## src/rtl/adder_share_seq_if.sv

```systemverilog
// Request, response and shared-adder signal bundle for adder_share_seq.
// The arbiter is the slave of the requesters and consumer; the bench (or system) is the master.
interface adder_share_seq_if #(
  parameter int WORDS = 4
);
  localparam int W = 8 * WORDS;

  logic [1:0]     req_valid;
  logic [2*W-1:0] req_a;
  logic [2*W-1:0] req_b;
  logic [1:0]     req_ready;

  logic [7:0]     add_a;
  logic [7:0]     add_b;
  logic           add_cin;
  logic [7:0]     add_sum;
  logic           add_cout;

  logic           rsp_valid;
  logic           rsp_ready;
  logic [W:0]     rsp_sum;
  logic           rsp_id;

  modport slave (
    input  req_valid, req_a, req_b, rsp_ready, add_sum, add_cout,
    output req_ready, add_a, add_b, add_cin, rsp_valid, rsp_sum, rsp_id
  );

  modport master (
    output req_valid, req_a, req_b, rsp_ready, add_sum, add_cout,
    input  req_ready, add_a, add_b, add_cin, rsp_valid, rsp_sum, rsp_id
  );
endinterface

```

## src/rtl/adder_share_seq.sv

```systemverilog
// Round-robin front end for one shared 8-bit adder slice: runs a WORDS-byte
// addition one byte per cycle, rippling the carry through a register.
module adder_share_seq #(
  parameter int WORDS = 4
) (
  input logic              clk,
  input logic              rst,
  adder_share_seq_if.slave bus
);
  localparam int W  = 8 * WORDS;
  localparam int IW = (WORDS > 1) ? $clog2(WORDS) : 1;

  localparam logic [1:0] IDLE = 2'd0;
  localparam logic [1:0] RUN  = 2'd1;
  localparam logic [1:0] DONE = 2'd2;

  logic [1:0]    state;
  logic          rr_ptr;
  logic [IW-1:0] byte_idx;
  logic          carry;
  logic [W-1:0]  a_q;
  logic [W-1:0]  b_q;
  logic [W-1:0]  res_q;
  logic          res_msb;
  logic          id_q;

  logic [1:0]    grant;
  logic          hs;
  logic [7:0]    a_byte;
  logic [7:0]    b_byte;
  logic          last_byte;

  // NOTE: every signal assigned in always_comb gets a default first, so no path leaves it unassigned and no latch is inferred.
  always_comb begin
    grant = 2'b00;
    if (state == IDLE) begin
      if (bus.req_valid == 2'b11) grant = rr_ptr ? 2'b10 : 2'b01;
      else                        grant = bus.req_valid;
    end
  end

  assign hs            = |(grant & bus.req_valid);
  assign bus.req_ready = grant;

  // Byte select for the current ripple step; a compare per byte keeps the mux
  // free of variable part-selects.
  always_comb begin
    a_byte = '0;
    b_byte = '0;
    for (int k = 0; k < WORDS; k++) begin
      if (byte_idx == IW'(k)) begin
        a_byte = a_q[k*8 +: 8];
        b_byte = b_q[k*8 +: 8];
      end
    end
  end

  assign last_byte   = (byte_idx == IW'(WORDS - 1));
  assign bus.add_a   = (state == RUN) ? a_byte : 8'h00;
  assign bus.add_b   = (state == RUN) ? b_byte : 8'h00;
  assign bus.add_cin = (state == RUN) & carry;

  assign bus.rsp_valid = (state == DONE);
  assign bus.rsp_sum   = {res_msb, res_q};
  assign bus.rsp_id    = id_q;

  // NOTE: sequential state uses non-blocking assignments so every register samples the pre-edge values.
  always_ff @(posedge clk or posedge rst) begin
    if (rst) begin
      // NOTE: the operand and result registers are reset as well, so rsp_sum and rsp_id read 0 after any reset.
      state    <= IDLE;
      rr_ptr   <= 1'b0;
      byte_idx <= '0;
      carry    <= 1'b0;
      a_q      <= '0;
      b_q      <= '0;
      res_q    <= '0;
      res_msb  <= 1'b0;
      id_q     <= 1'b0;
    end else begin
      case (state)
        IDLE: begin
          if (hs) begin
            id_q     <= grant[1];
            a_q      <= grant[1] ? bus.req_a[2*W-1:W] : bus.req_a[W-1:0];
            b_q      <= grant[1] ? bus.req_b[2*W-1:W] : bus.req_b[W-1:0];
            byte_idx <= '0;
            carry    <= 1'b0;
            if (bus.req_valid == 2'b11) rr_ptr <= ~rr_ptr;
            state    <= RUN;
          end
        end
        RUN: begin
          for (int k = 0; k < WORDS; k++) begin
            if (byte_idx == IW'(k)) res_q[k*8 +: 8] <= bus.add_sum;
          end
          carry <= bus.add_cout;
          if (last_byte) begin
            res_msb  <= bus.add_cout;
            byte_idx <= '0;
            state    <= DONE;
          end else begin
            byte_idx <= byte_idx + 1'b1;
          end
        end
        DONE: begin
          if (bus.rsp_ready) state <= IDLE;
        end
        default: state <= IDLE;
      endcase
    end
  end
endmodule

```

## src/flat_wrapper.sv

```systemverilog
// flat-port wrapper written by rule: the top's interface ports become plain ports
module adder_share_seq_flat 
#(
  parameter int WORDS = 4
)
  (clk, rst, bus_req_valid, bus_req_a, bus_req_b, bus_rsp_ready, bus_add_sum, bus_add_cout, bus_req_ready, bus_add_a, bus_add_b, bus_add_cin, bus_rsp_valid, bus_rsp_sum, bus_rsp_id);
  adder_share_seq_if #(.WORDS(WORDS)) bus_i ();
  input logic clk;
  input logic rst;
  input wire logic [$bits(bus_i.req_valid)-1:0] bus_req_valid;
  input wire logic [$bits(bus_i.req_a)-1:0] bus_req_a;
  input wire logic [$bits(bus_i.req_b)-1:0] bus_req_b;
  input wire logic [$bits(bus_i.rsp_ready)-1:0] bus_rsp_ready;
  input wire logic [$bits(bus_i.add_sum)-1:0] bus_add_sum;
  input wire logic [$bits(bus_i.add_cout)-1:0] bus_add_cout;
  output wire logic [$bits(bus_i.req_ready)-1:0] bus_req_ready;
  output wire logic [$bits(bus_i.add_a)-1:0] bus_add_a;
  output wire logic [$bits(bus_i.add_b)-1:0] bus_add_b;
  output wire logic [$bits(bus_i.add_cin)-1:0] bus_add_cin;
  output wire logic [$bits(bus_i.rsp_valid)-1:0] bus_rsp_valid;
  output wire logic [$bits(bus_i.rsp_sum)-1:0] bus_rsp_sum;
  output wire logic [$bits(bus_i.rsp_id)-1:0] bus_rsp_id;
  assign bus_i.req_valid = bus_req_valid;
  assign bus_i.req_a = bus_req_a;
  assign bus_i.req_b = bus_req_b;
  assign bus_i.rsp_ready = bus_rsp_ready;
  assign bus_i.add_sum = bus_add_sum;
  assign bus_i.add_cout = bus_add_cout;
  assign bus_req_ready = bus_i.req_ready;
  assign bus_add_a = bus_i.add_a;
  assign bus_add_b = bus_i.add_b;
  assign bus_add_cin = bus_i.add_cin;
  assign bus_rsp_valid = bus_i.rsp_valid;
  assign bus_rsp_sum = bus_i.rsp_sum;
  assign bus_rsp_id = bus_i.rsp_id;
  adder_share_seq #(.WORDS(WORDS)) u_core (.clk(clk), .rst(rst), .bus(bus_i));
endmodule
```

## config.mk

```make
export PLATFORM = sky130hd
export DESIGN_NAME = adder_share_seq_flat
export DESIGN_NICKNAME = d
export VERILOG_FILES = /design/src/rtl/adder_share_seq_if.sv /design/src/rtl/adder_share_seq.sv /design/src/flat_wrapper.sv
export SDC_FILE = /design/constraint.sdc
export NUM_CORES = 1
export LEC_CHECK = 0
export CAP_MARGIN = 20
export CORE_MARGIN = 2
export CORE_UTILIZATION = 42
export DETAILED_ROUTE_END_ITERATION = 6
export HOLD_SLACK_MARGIN = 0.15
export PLACE_DENSITY = 0.87
export SYNTH_ARGS = -nofsm -noshare
export SYNTH_HDL_FRONTEND = slang
export SYNTH_SLANG_ARGS = --single-unit
```

## constraint.sdc

```tcl
create_clock -name clk -period 3 [get_ports clk]
set_input_delay 0.3 -clock clk [delete_from_list [all_inputs] [get_ports clk]]
set_output_delay 0.3 -clock clk [all_outputs]
set_load 0.02 [all_outputs]
```

======== Word level (Yosys, flattened, before mapping) ========
Index checks and enable logic that the tools add are counted.
word-level totals
  register bits after elaboration ......... 104
  output and inout bits ................... 54
  word-level logic and storage cells ...... 61
cells by class
  $add $sub $neg .......................... 1
  equal/unequal tests ..................... 9
  multiplexer cells ....................... 24
  bitwise gates (word level) .............. 3
  reductions and logical operators ........ 12
operators by type and width
  kind                                                   number
  2-to-1 mux 8 bit                                       10
  2-to-1 mux 32 bit                                      2
  2-to-1 mux 2 bit                                       8
  AND reduction 2 bit                                    6
  == test 2 bit, second input constant                   4
  case mux 2 bit (3 select lines)                        1
  AND reduction 3 bit                                    2
  == test 2 x 1 -> 1 bit, second input constant          2
  logical NOT 2 bit                                      2
  inequality test 2 x 1 -> 1 bit, second input constant  2
  case mux 2 bit (2 select lines)                        1
  adder 2 x 1 -> 2 bit, second input constant            1
  AND 2 bit                                              1
  inequality test 2 bit, second input constant           1
  case mux 1 bit (2 select lines)                        1
  nonzero test 2 bit                                     1
  OR reduction 2 bit                                     1
  AND 1 bit                                              1
  2-to-1 mux 1 bit                                       1
  NOT 1 bit                                              1

======== Logic depth before layout (Yosys ltp) ========
Gate-level depths: netlist of the first run.
  depth in word-level cells ............... 7
  mapped depth ............................ 7
  mapped depth without buffers ............ 5

======== Worst setup path after synthesis of the first run ========
OpenSTA, ideal clock, no wires.
  path type ............................... reg2out
  start point ............................. register u_core.byte_idx[0]
  end point ............................... output port bus_add_a[0]
  arrival ................................. 1623 ps
  data required time ...................... 2700 ps
  slack ................................... 1077 ps
  stages on the path, launching flop included .. 8
  cell sequence ........................... dfrtp_1 -> inv_1 -> ha_1 -> clkbuf_1 -> clkbuf_1 -> nand2_1 -> o21ai_0 -> a32o_1
between the ends
  longest elaborated chain between the ends .. 6
  elaborated cells between the ends (all ways) .. 9
ends and longest elaborated chain
  element                        line                    text
  start, declared                adder_share_seq.sv:19   logic [IW-1:0] byte_idx;
  start signal, assigned         adder_share_seq.sv:103  byte_idx <= byte_idx + 1'b1;
  logical NOT 2 bit              adder_share_seq.sv:51   if (byte_idx == IW'(k)) begin
  2-to-1 mux 8 bit (3 in a row)  adder_share_seq.sv:51
  2-to-1 mux 8 bit *             adder_share_seq.sv:51
  2-to-1 mux 8 bit *             adder_share_seq.sv:59   assign bus.add_a = (state == RUN) ? a_byte : 8'h00;
  end, declared                  flat_wrapper.sv:17      output wire logic [$bits(bus_i.add_a)-1:0] bus_add_a;
Mark *: on every way between the ends. The rest lies on a longest branch, timed or not.

======== Final worst setup path of the first run ========
  start point ............................. register u_core.byte_idx[1]
  end point ............................... output port bus_add_b[7]
between the ends
  longest elaborated chain between the ends .. 6
  elaborated cells between the ends (all ways) .. 9
ends and longest elaborated chain
  element                        line                   text
  logical NOT 2 bit              adder_share_seq.sv:51
  2-to-1 mux 8 bit (3 in a row)  adder_share_seq.sv:51
  2-to-1 mux 8 bit *             adder_share_seq.sv:51
  2-to-1 mux 8 bit *             adder_share_seq.sv:60  assign bus.add_b = (state == RUN) ? b_byte : 8'h00;
  end, declared                  flat_wrapper.sv:18     output wire logic [$bits(bus_i.add_b)-1:0] bus_add_b;
Marked as above.

==> flow_metrics.py, run 1 <==
metrics = {
    "min_path": {
        "hold_class": "in2async",
    },
    "timing": {
        "slew_viol_final": 0,
        "finalSetupViolCount": 0,
        "fin_worst_skew_ns": 0.01199,
        "slew_headroom_pct": 47.03,
        "max_slew.worst_pin.slew_ns": 0.7916,
        "finalSetupTns_ns": 0,
        "final_hold_viol_count": 0,
        "whs_ns": 0.4529,
        "fin_crit_ns": 2.838,
        "setup_ws_ns": 0.1619,
        "final.period_utilization_pct": 94.60,
        "fmaxAchievable_mhz": 352.4,
        "rsz0062_at_grt": "no",
    },
    "pwr": {
        "clkPwrFrac_pct": 14.4,
        "finalPower_mw": 8.569,
        "cellPowerDensity_nw_per_um2": 1064,
        "total_leakage_power_nw": 3.151,
        "internal_power_mw": 5.107,
        "vdd_ir_drop_max_mv": 0.4521,
        "seq_power_share_pct": 30.5,
        "switching_power_mw": 3.462,
        "comb_power_share_pct": 55.1,
        "p_sw_share_pct": 40.40,
    },
    "clocking": {
        "clkTransAtPathRegs_ns": 0.08,
        "numCtsBuffers": 9,
        "tritoncts": "yes",
        "post_cts_buffers": 0,
        "clock_sinks": 104,
        "cts_max_level": 3,
        "clock_latency_ns": 0.34,
        "holdBufCountCts": 0,
        "clockRootBuffer": "clkbuf_16",
        "cts.path.max_buffers": 2,
    },
    "drt": {
        "num_vias": 5207,
        "wl_met1_um": 7650,
        "ant_nets": 0,
        "wire_per_inst_um": 21.27,
        "totalWireLength_um": 18150,
        "drc_errors": 0,
        "drtPass1Iterations": 5,
        "wl_met2_um": 8682,
        "routed-wl-met3_um": 1362,
        "drt-initial-drc-count": 577,
        "highest_layer": "met4",
        "viasPerCell": 6.104,
    },
    "layout": {
        "stdcell_area_um2": 8054,
        "n_antenna_cell": 0,
        "layoutNonFillerInstCount": 853,
        "drive_gt1_share_pct": 11.23,
        "nets": 818,
        "syn_to_final_growth_pct": 41.19,
        "utilization_pct": 60.82,
    },
    "die": {
        "io_pins": 196,
        "dieWidth_um": 120.5,
        "design.die.area_um2": 14530,
        "start_util_pct": 43.07,
        "rows": 42,
        "fp.coreArea_um2": 13240,
        "die_h_um": 120.5,
    },
    "place": {
        "pre_cts_ws_ns": 0.1148,
        "place_hpwl_um": 12170,
        "place_inst": 837,
        "placed_area_um2": 7739,
        "place_congestion": 0.8522,
        "portBuffers": 195,
    },
    "synthesis": {
        "ys_seq_area_share_pct": 45.62,
        "synth_area_per_cell_um2": 11.14,
        "synth_area_um2": 5704,
        "synth_cell_types": 29,
        "ys_seq_elements": 104,
        "synthCells": 512,
        "synth_nets": 658,
        "synthTopCellsByArea": "dfrtp_1 (46%), a221o_1 (11%), and4_1 (9.8%)",
        "yosys_warnings": 0,
        "synth_top_cell_by_area": "dfrtp_1",
        "synth_top_area_share_pct": 45.62,
    },
    "run": {
        "maxCapViolCount": 0,
    },
    "critical_path": {
        "crit_fanout": 33,
        "crit_type": "reg2out",
        "reg2reg_depth": 4,
        "end_kind": "output port",
        "cpPeakStageDelay_ns": 0.63,
        "cpMaxStageDelayCell": "clkdlybuf4s50_1",
        "crit_chain": "inv_1 -> ha_2 -> a21oi_1 -> o21ai_0 -> a32o_1 -> clkdlybuf4s50_1",
        "worst_ep_arrival_time_ns": 2.54,
        "start_kind": "register",
        "crit_required_ns": 2.70,
    },
    "global_routing": {
        "grt_usage_pct": 24.84,
        "grt_pass1_wl_um": 28420,
        "grt_pass1_vias": 5215,
        "antenna_found_initial": 0,
        "grt_max_degree": 105,
        "grt-ovfl-total": 0,
    },
    "status": {
        "outcome": "complete, no violations",
    },
}
-- cell usage in the layout, fill, tap and decap left out, types with 3 or more instances in the layout --
cell and n:
nand2b_1 17, a221o_1 64, clkdlybuf4s50_1 194, inv_1 5, dfrtp_1 104, ha_1 3
o21ai_0 19, mux2_4 3, a21oi_1 16, buf_4 15, nor3b_1 64, a32o_1 16
nand2_1 23, clkinvlp_4 3, inv_8 3, and4_1 64, clkbuf_16 9, mux2_2 30
-- state kept, by name, summed over array words and instances (netlist names) --
| name | count |
|---|---|
| u_core.byte_idx | 2 |
| u_core.b_q | 32 |
| u_core.carry | 1 |
| u_core.state | 2 |
| u_core.bus.rsp_id | 1 |
| u_core.res_msb | 1 |
| u_core.res_q | 32 |
| u_core.a_q | 32 |
| u_core.rr_ptr | 1 |
-- metal layers --
metal / vias up / track usage, %
met2: 265 / 40.08
li1: 2324 / -
met3: 31 / 3.443
met5: - / 0
met1: 2587 / 34.49
met4: 0 / 8.430
-- final timing paths --
| kind | start | end | slack [ns] |
|---|---|---|---|
| min in group clk | bus_req_valid[1] | u_core.rr_ptr | 0.49 |
| max in group asynchronous | rst | u_core.a_q[30] | 2.12 |
| worst max-delay path | u_core.byte_idx[1] | bus_add_b[7] | 0.16 |
| worst max register to register | u_core.state[0] | u_core.a_q[5] | 0.81 |
| worst min register to register | u_core.rr_ptr | u_core.rr_ptr | 0.50 |
| worst min-delay path | rst | u_core.bus.rsp_id | 0.45 |
-- worst max-delay path: cells and delay by family (launching register included) --
family | cells | cell delay [ns]
adders and majority gates | 1 | 0.59
buffers and inverters | 2 | 0.75
AOI/OAI and AO/OA | 3 | 0.44
DFF | 1 | 0.41
-- synthesized netlist by cell type (all sizes together) --
cell type	n
mux2	33
nand2	23
nand3	1
xor2	1
ha	4
o21ai	20
and3	2
dfrtp	104
a221o	64
buf	30
a22o	1
a21o	1
nor3b	64
and2	2
a32o	16
inv	6
or2	1
o31ai	1
nor2	5
nor2b	2
clkbuf	33
a21oi	16
and4	64
nand2b	18
-- what timing repair did --
action / 4_1_cts / 5_1_grt
setup endpoints to repair: 16 / 0
resized for setup: 1 / 0
hold endpoints to repair: 0 / 0
-- final cells by class --
| cell class | instances | area (um^2) |
|---|---|---|
| Clock inverter | 7 | 87.58 |
| Timing Repair Buffer | 212 | 2100 |
| Multi-Input combinational cell | 339 | 2793 |
| Tap cell | 176 | 220.2 |
| Fill cell | 1087 | 5189 |
| Inverter | 6 | 26.28 |
| Clock buffer | 9 | 225.2 |
| Sequential cell | 104 | 2603 |
-- power by group through the flow --
stage          combinational, mW  clock [mW]  sequential (mW)
2_1_floorplan               2.77           0             2.74
3_5_place_dp                4.71           0             2.61
5_1_grt                     5.06        1.31             2.68
4_1_cts                     4.74        1.25             2.60
6_report                    4.72        1.24             2.61
3_3_place_gp                4.60           0             2.59
-- kinds of logic after synthesis --
kind of cell,count (synthesis),share of synthesized area (%)
buf+inv,69,6.010
simple gates,182,23.01
xor+xnor,1,0.1536
mux,33,6.712
compound gates,119,17.61
fa+ha+maj,4,0.8774
flops,104,45.62
(Power assumes the default switching activity.)
==> run 2, diff against run 1 <==
MAX_ROUTING_LAYER = met4   (was not set)
==> run 2 against run 1 <==
First-iteration DRC count grew 25%. Highest routed layer unchanged. Design area increased by 0.12%. Cell count up 0.23%. Core utilization grew 0.076 points. Wire length grew 2.2%. Critical path depth up 1. Global-route usage rose by 1.3 points. Sequential power about the same. Sequential cell count unchanged. Clock skew is 0.0043 ns lower. Worst setup slack gained 0.11 ns.
==> flow_metrics.py, run 2 (synthesis results as in run 1) <==
metrics = {
    "die": {
        "dieWidth_um": 120.5,
        "die_h_um": 120.5,
        "rows": 42,
        "start_util_pct": 43.07,
        "design.die.area_um2": 14530,
        "io_pins": 196,
        "fp.coreArea_um2": 13240,
    },
    "drt": {
        "drc_errors": 0,
        "wire_per_inst_um": 21.69,
        "totalWireLength_um": 18550,
        "drtPass1Iterations": 5,
        "num_vias": 5348,
        "drt-initial-drc-count": 719,
        "ant_nets": 0,
        "viasPerCell": 6.255,
    },
    "layout": {
        "drive_gt1_share_pct": 11.49,
        "nets": 820,
        "n_antenna_cell": 0,
        "reg.largest.list": "u_core.a_q (32), u_core.b_q (32), u_core.res_q (32)",
        "seqCellArea_um2": 2603,
        "multi_input_area_um2": 2803,
        "fill_cells": 1065,
        "final_common_cell": "clkdlybuf4s50_1",
        "stdcell_area_um2": 8064,
        "layoutNonFillerInstCount": 855,
        "mostFrequentLayoutCells": "clkdlybuf4s50_1 (194), dfrtp_1 (104), nor3b_1 (64), and4_1 (64), a221o_1 (64)",
        "syn_to_final_growth_pct": 41.37,
    },
    "clocking": {
        "clockRootBuffer": "clkbuf_16",
        "clock_sinks": 104,
        "cts.path.max_buffers": 2,
        "tritoncts": "yes",
        "clkTransAtPathRegs_ns": 0.08,
        "post_cts_buffers": 0,
        "numCtsBuffers": 9,
        "cts_max_level": 3,
        "clock_latency_ns": 0.36,
    },
    "global_routing": {
        "antenna_found_initial": 0,
        "grt_pass1_vias": 5281,
        "grt_pass1_wl_um": 28940,
        "grt_usage_pct": 26.11,
        "grt_max_degree": 66,
        "grt-ovfl-total": 0,
    },
    "pwr": {
        "cellPowerDensity_nw_per_um2": 1063,
        "total_leakage_power_nw": 3.158,
        "vdd_ir_drop_max_mv": 0.4599,
    },
    "timing": {
        "slew_viol_final": 0,
        "rsz0062_at_grt": "no",
        "fmaxAchievable_mhz": 366.7,
        "final_hold_viol_count": 0,
        "setup_ws_ns": 0.2732,
        "finalSetupTns_ns": 0,
        "slew_headroom_pct": 46.74,
        "final.period_utilization_pct": 90.89,
        "fin_worst_skew_ns": 0.007648,
        "finalSetupViolCount": 0,
        "max_slew.worst_pin.slew_ns": 0.7959,
        "fin_crit_ns": 2.727,
    },
    "place": {
        "placed_area_um2": 7754,
        "portBuffers": 195,
        "place_inst": 839,
        "place_congestion": 0.8539,
        "place_hpwl_um": 12550,
        "pre_cts_ws_ns": 0.1684,
    },
    "critical_path": {
        "worst_ep_arrival_time_ns": 2.43,
        "crit_fanout": 9,
        "end_kind": "output port",
        "crit_type": "reg2out",
        "crit_required_ns": 2.70,
        "start_kind": "register",
    },
    "run": {
        "maxCapViolCount": 0,
    },
    "min_path": {
        "hold_class": "in2async",
    },
    "status": {
        "outcome": "complete, no violations",
    },
}
## run 2: cell count changes in the layout (fill, tap and decap cells not counted), sizes merged
| cell | previous run | this run |
|---|---|---|
| bufinv | 1 | 0 |
| clkinv | 0 | 1 |
| inv | 9 | 10 |
| buf | 18 | 20 |
| clkinvlp | 3 | 2 |
## run 2: power by group
part	internal [mW]	leakage, nW	total [mW]	switching [mW]
clock	0.592	0.144	1.20	0.604
combinational	2.31	1.78	4.76	2.44
sequential	2.14	1.24	2.62	0.481
## run 2: worst paths after layout
path / start / to / slack [ns] / cells after the start
min reg2reg: u_core.a_q[22] / u_core.a_q[22] / 0.51 / 1
min in group clk: bus_req_valid[1] / u_core.rr_ptr / 0.49 / 3
min: rst / u_core.rr_ptr / 0.33 / 2
max: u_core.byte_idx[0] / bus_add_a[3] / 0.27 / 7
max in group asynchronous: rst / u_core.b_q[14] / 2.03 / 3
max reg2reg: u_core.state[0] / u_core.a_q[11] / 0.82 / 4
## run 2: critical path, stage by stage, from the launching register on
cell	delay, ns
dfrtp_1	0.44
inv_1	0.15
ha_1	0.19
buf_4	0.18
nand2_1	0.11
o21ai_0	0.18
a32o_1	0.21
clkdlybuf4s50_1	0.61
## run 2: metrics by stage
step                      total power [mW]  hold slack, ns  utilization [%]
after global routing                 9.028          0.3795            60.89
after CTS                            8.548          0.3434            60.82
after global placement               7.188          0.4698            58.55
after floorplan                      5.506          0.4168                -
final                                8.572          0.3267            60.89
after detailed placement             7.329          0.4906            58.55
## run 2: metal layers
layer,GRT usage [%],vias to the layer above,share of wire [%]
li1,-,2331,-
met1,34.27,2651,41
met2,40.78,328,48
met3,4.858,38,8.2
met4,9.230,0,2.6
met5,-,-,0
## run 2: layout make-up
cell class / instances / share of cell area (%)
multi-input cells: 339 / 34.76
flip-flops and latches: 104 / 32.27
repair buffers: 214 / 26.22
clock buffers: 9 / 2.793
well taps: 176 / 2.731
clock inverters: 7 / 0.8999
inverters: 6 / 0.3258
## run 2: repair_timing
action                                  4_1_cts  5_1_grt
hold buffers                                  0        0
hold endpoints to repair                      0        0
endpoints found under the setup margin       16        7
resized for setup                             1        1
==> run 3, diff against run 2 <==
ABC_AREA = 1   (was not set)
==> run 3 against run 2 <==
Non-clock buffer count is 7 lower. Critical path type unchanged. Wire length is 11% lower. Sequential power is 3% lower. Clock power hardly changed. Synthesized cell count is 61% higher. Hold slack better by 0.081 ns. Sequential share of layout area is 0.28 points lower. Die area is 1.4% higher. Clock skew is 0.0011 ns lower. Critical path depth is 1 lower. Clock-buffer cell count is 1 higher. Cell count is 37% higher.
==> flow_metrics.py, run 3 <==
metrics = {
    "status": {
        "outcome": "complete, no violations",
    },
    "drt": {
        "viasPerCell": 4.970,
        "wire_per_inst_um": 14.11,
        "drt-initial-drc-count": 426,
        "ant_nets": 0,
        "num_vias": 5825,
        "totalWireLength_um": 16540,
        "drc_errors": 0,
        "drtPass1Iterations": 6,
    },
    "timing": {
        "final.period_utilization_pct": 91.29,
        "whs_ns": 0.4073,
        "finalSetupTns_ns": 0,
        "max_slew.worst_pin.slew_ns": 0.6786,
        "fin_worst_skew_ns": 0.006593,
        "finalSetupViolCount": 0,
        "final_hold_viol_count": 0,
        "fin_crit_ns": 2.739,
        "fmaxAchievable_mhz": 365.1,
        "slew_headroom_pct": 54.76,
        "slew_viol_final": 0,
        "rsz0062_at_grt": "no",
    },
    "layout": {
        "stdcell_area_um2": 8134,
        "final_common_cell": "nand2_1",
        "multi_input_area_um2": 2361,
        "reg.largest.list": "u_core.a_q (32), u_core.b_q (32), u_core.res_q (32)",
        "syn_to_final_growth_pct": 40.59,
        "seqCellArea_um2": 2603,
        "n_antenna_cell": 0,
        "mostFrequentLayoutCells": "nand2_1 (273), clkdlybuf4s50_1 (195), nand3_1 (162)",
        "drive_gt1_share_pct": 3.916,
        "fill_cells": 1212,
        "nets": 1137,
    },
    "clocking": {
        "clkTransAtPathRegs_ns": 0.07,
        "cts.path.max_buffers": 2,
        "tritoncts": "yes",
        "holdBufCountCts": 0,
        "clock_latency_ns": 0.34,
        "cts_resized": 0,
        "cts_max_level": 3,
        "post_cts_buffers": 0,
        "clockRootBuffer": "clkbuf_16",
        "numCtsBuffers": 9,
        "clock_sinks": 104,
    },
    "pwr": {
        "internal_power_mw": 4.489,
        "cellPowerDensity_nw_per_um2": 996.0,
        "seq_power_share_pct": 31.5,
        "p_sw_share_pct": 44.59,
        "switching_power_mw": 3.613,
        "clkPwrFrac_pct": 15.1,
        "comb_power_share_pct": 53.4,
        "total_leakage_power_nw": 4.320,
        "vdd_ir_drop_max_mv": 0.5959,
    },
    "global_routing": {
        "grt-ovfl-total": 0,
        "grt_pass1_vias": 5600,
        "antenna_found_initial": 0,
        "grt_pass1_wl_um": 27340,
        "grt_usage_pct": 23.86,
        "grt_max_degree": 105,
    },
    "synthesis": {
        "synthFlopType": "dfrtp_1",
        "yosys_warnings": 0,
        "yosys.cell_count.top_type": "nand2_1",
        "synth_cell_types": 18,
        "synth_area_um2": 5786,
        "synth_top_area_share_pct": 44.98,
        "synthTopCellsByArea": "dfrtp_1 (45%), nand2_1 (18%), nand3_1 (14%)",
        "ys_seq_area_share_pct": 44.98,
        "synthTopCellsByCount": "nand2_1 (274), nand3_1 (164), inv_1 (148), dfrtp_1 (104), o21ai_0 (35)",
        "synth_edf_count": 0,
        "synth_nets": 971,
        "ys_async_sr_fraction_pct": 100.0,
        "ys_seq_elements": 104,
        "synth_area_per_cell_um2": 7.013,
        "synth_top_cell_by_area": "dfrtp_1",
        "synthCells": 825,
    },
    "place": {
        "portBuffers": 195,
        "place_congestion": 0.8238,
        "placed_area_um2": 7815,
        "place_hpwl_um": 11730,
    },
    "critical_path": {
        "crit_type": "reg2out",
        "worst_ep_arrival_time_ns": 2.44,
        "crit_required_ns": 2.70,
        "crit_fanout": 16,
        "reg2reg_from": "u_core.state[0]",
        "start_kind": "register",
        "r2r_setup_slack_ns": 0.81,
        "cp-startpoint": "u_core.byte_idx[0]",
        "end_kind": "output port",
    },
    "die": {
        "dieWidth_um": 121.4,
        "io_pins": 196,
        "design.die.area_um2": 14730,
        "rows": 42,
        "start_util_pct": 43.34,
        "die_h_um": 121.4,
        "fp.coreArea_um2": 13350,
    },
    "min_path": {
        "hold_class": "in2async",
    },
    "run": {
        "maxCapViolCount": 0,
    },
}
-- run 3: layer usage --
layer,up-vias,global-route usage (%),part of all wire (%)
met5,-,-,0
met3,29,4.652,7.2
met1,2694,30.53,43
li1,2880,-,-
met4,0,6.394,1.9
met2,222,39.01,48
-- run 3: power by group through the flow --
stage	combinational [mW]	sequential, mW	clock (mW)
global route	4.79	2.61	1.31
floorplan	2.48	2.71	0
finish	4.33	2.55	1.23
global placement	4.21	2.52	0
CTS	4.33	2.53	1.24
detailed placement	4.31	2.54	0
-- run 3: worst paths after layout --
check / end / cells after the start
worst max register to register: u_core.b_q[22] / 6
max in group asynchronous: u_core.a_q[30] / 3
worst min register to register: u_core.b_q[29] / 2
worst max-delay path: bus_add_b[7] / 6
worst min-delay path: u_core.res_q[18] / 3
min in group clk: u_core.b_q[29] / 2
-- run 3: critical path, cell delays in order (launching register included) --
cell             delay [ns]
dfrtp_1                0.41
inv_1                  0.09
ha_1                   0.21
inv_1                  0.42
o211ai_1               0.20
nand2_1                0.11
clkdlybuf4s50_1        0.65
-- run 3: layout make-up --
| class | instances | share of cell area (%) |
|---|---|---|
| Multi-Input combinational cell | 519 | 29.03 |
| Tap cell | 176 | 2.707 |
| Timing Repair Buffer | 207 | 25.41 |
| Clock buffer | 10 | 2.938 |
| Sequential cell | 104 | 32.00 |
| Inverter | 150 | 7.014 |
| Clock inverter | 6 | 0.9076 |
-- run 3: metrics by stage --
step	instances	util, %	power (mW)	setup WS [ns]
finish	1172	60.94	8.102	0.2612
global route	1172	60.94	8.714	0.1231
CTS	1172	60.89	8.107	0.09417
detailed placement	1156	58.55	6.850	0.4767
global placement	1156	58.55	6.729	0.5251
floorplan	825	-	5.184	1.138
-- run 3: logic make-up after synthesis --
family	share of synthesized area [%]
AOI/OAI and AO/OA	6.618
adders and majority gates	0.8651
buffers and inverters	14.47
DFF	44.98
and+or+nand+nor	33.07
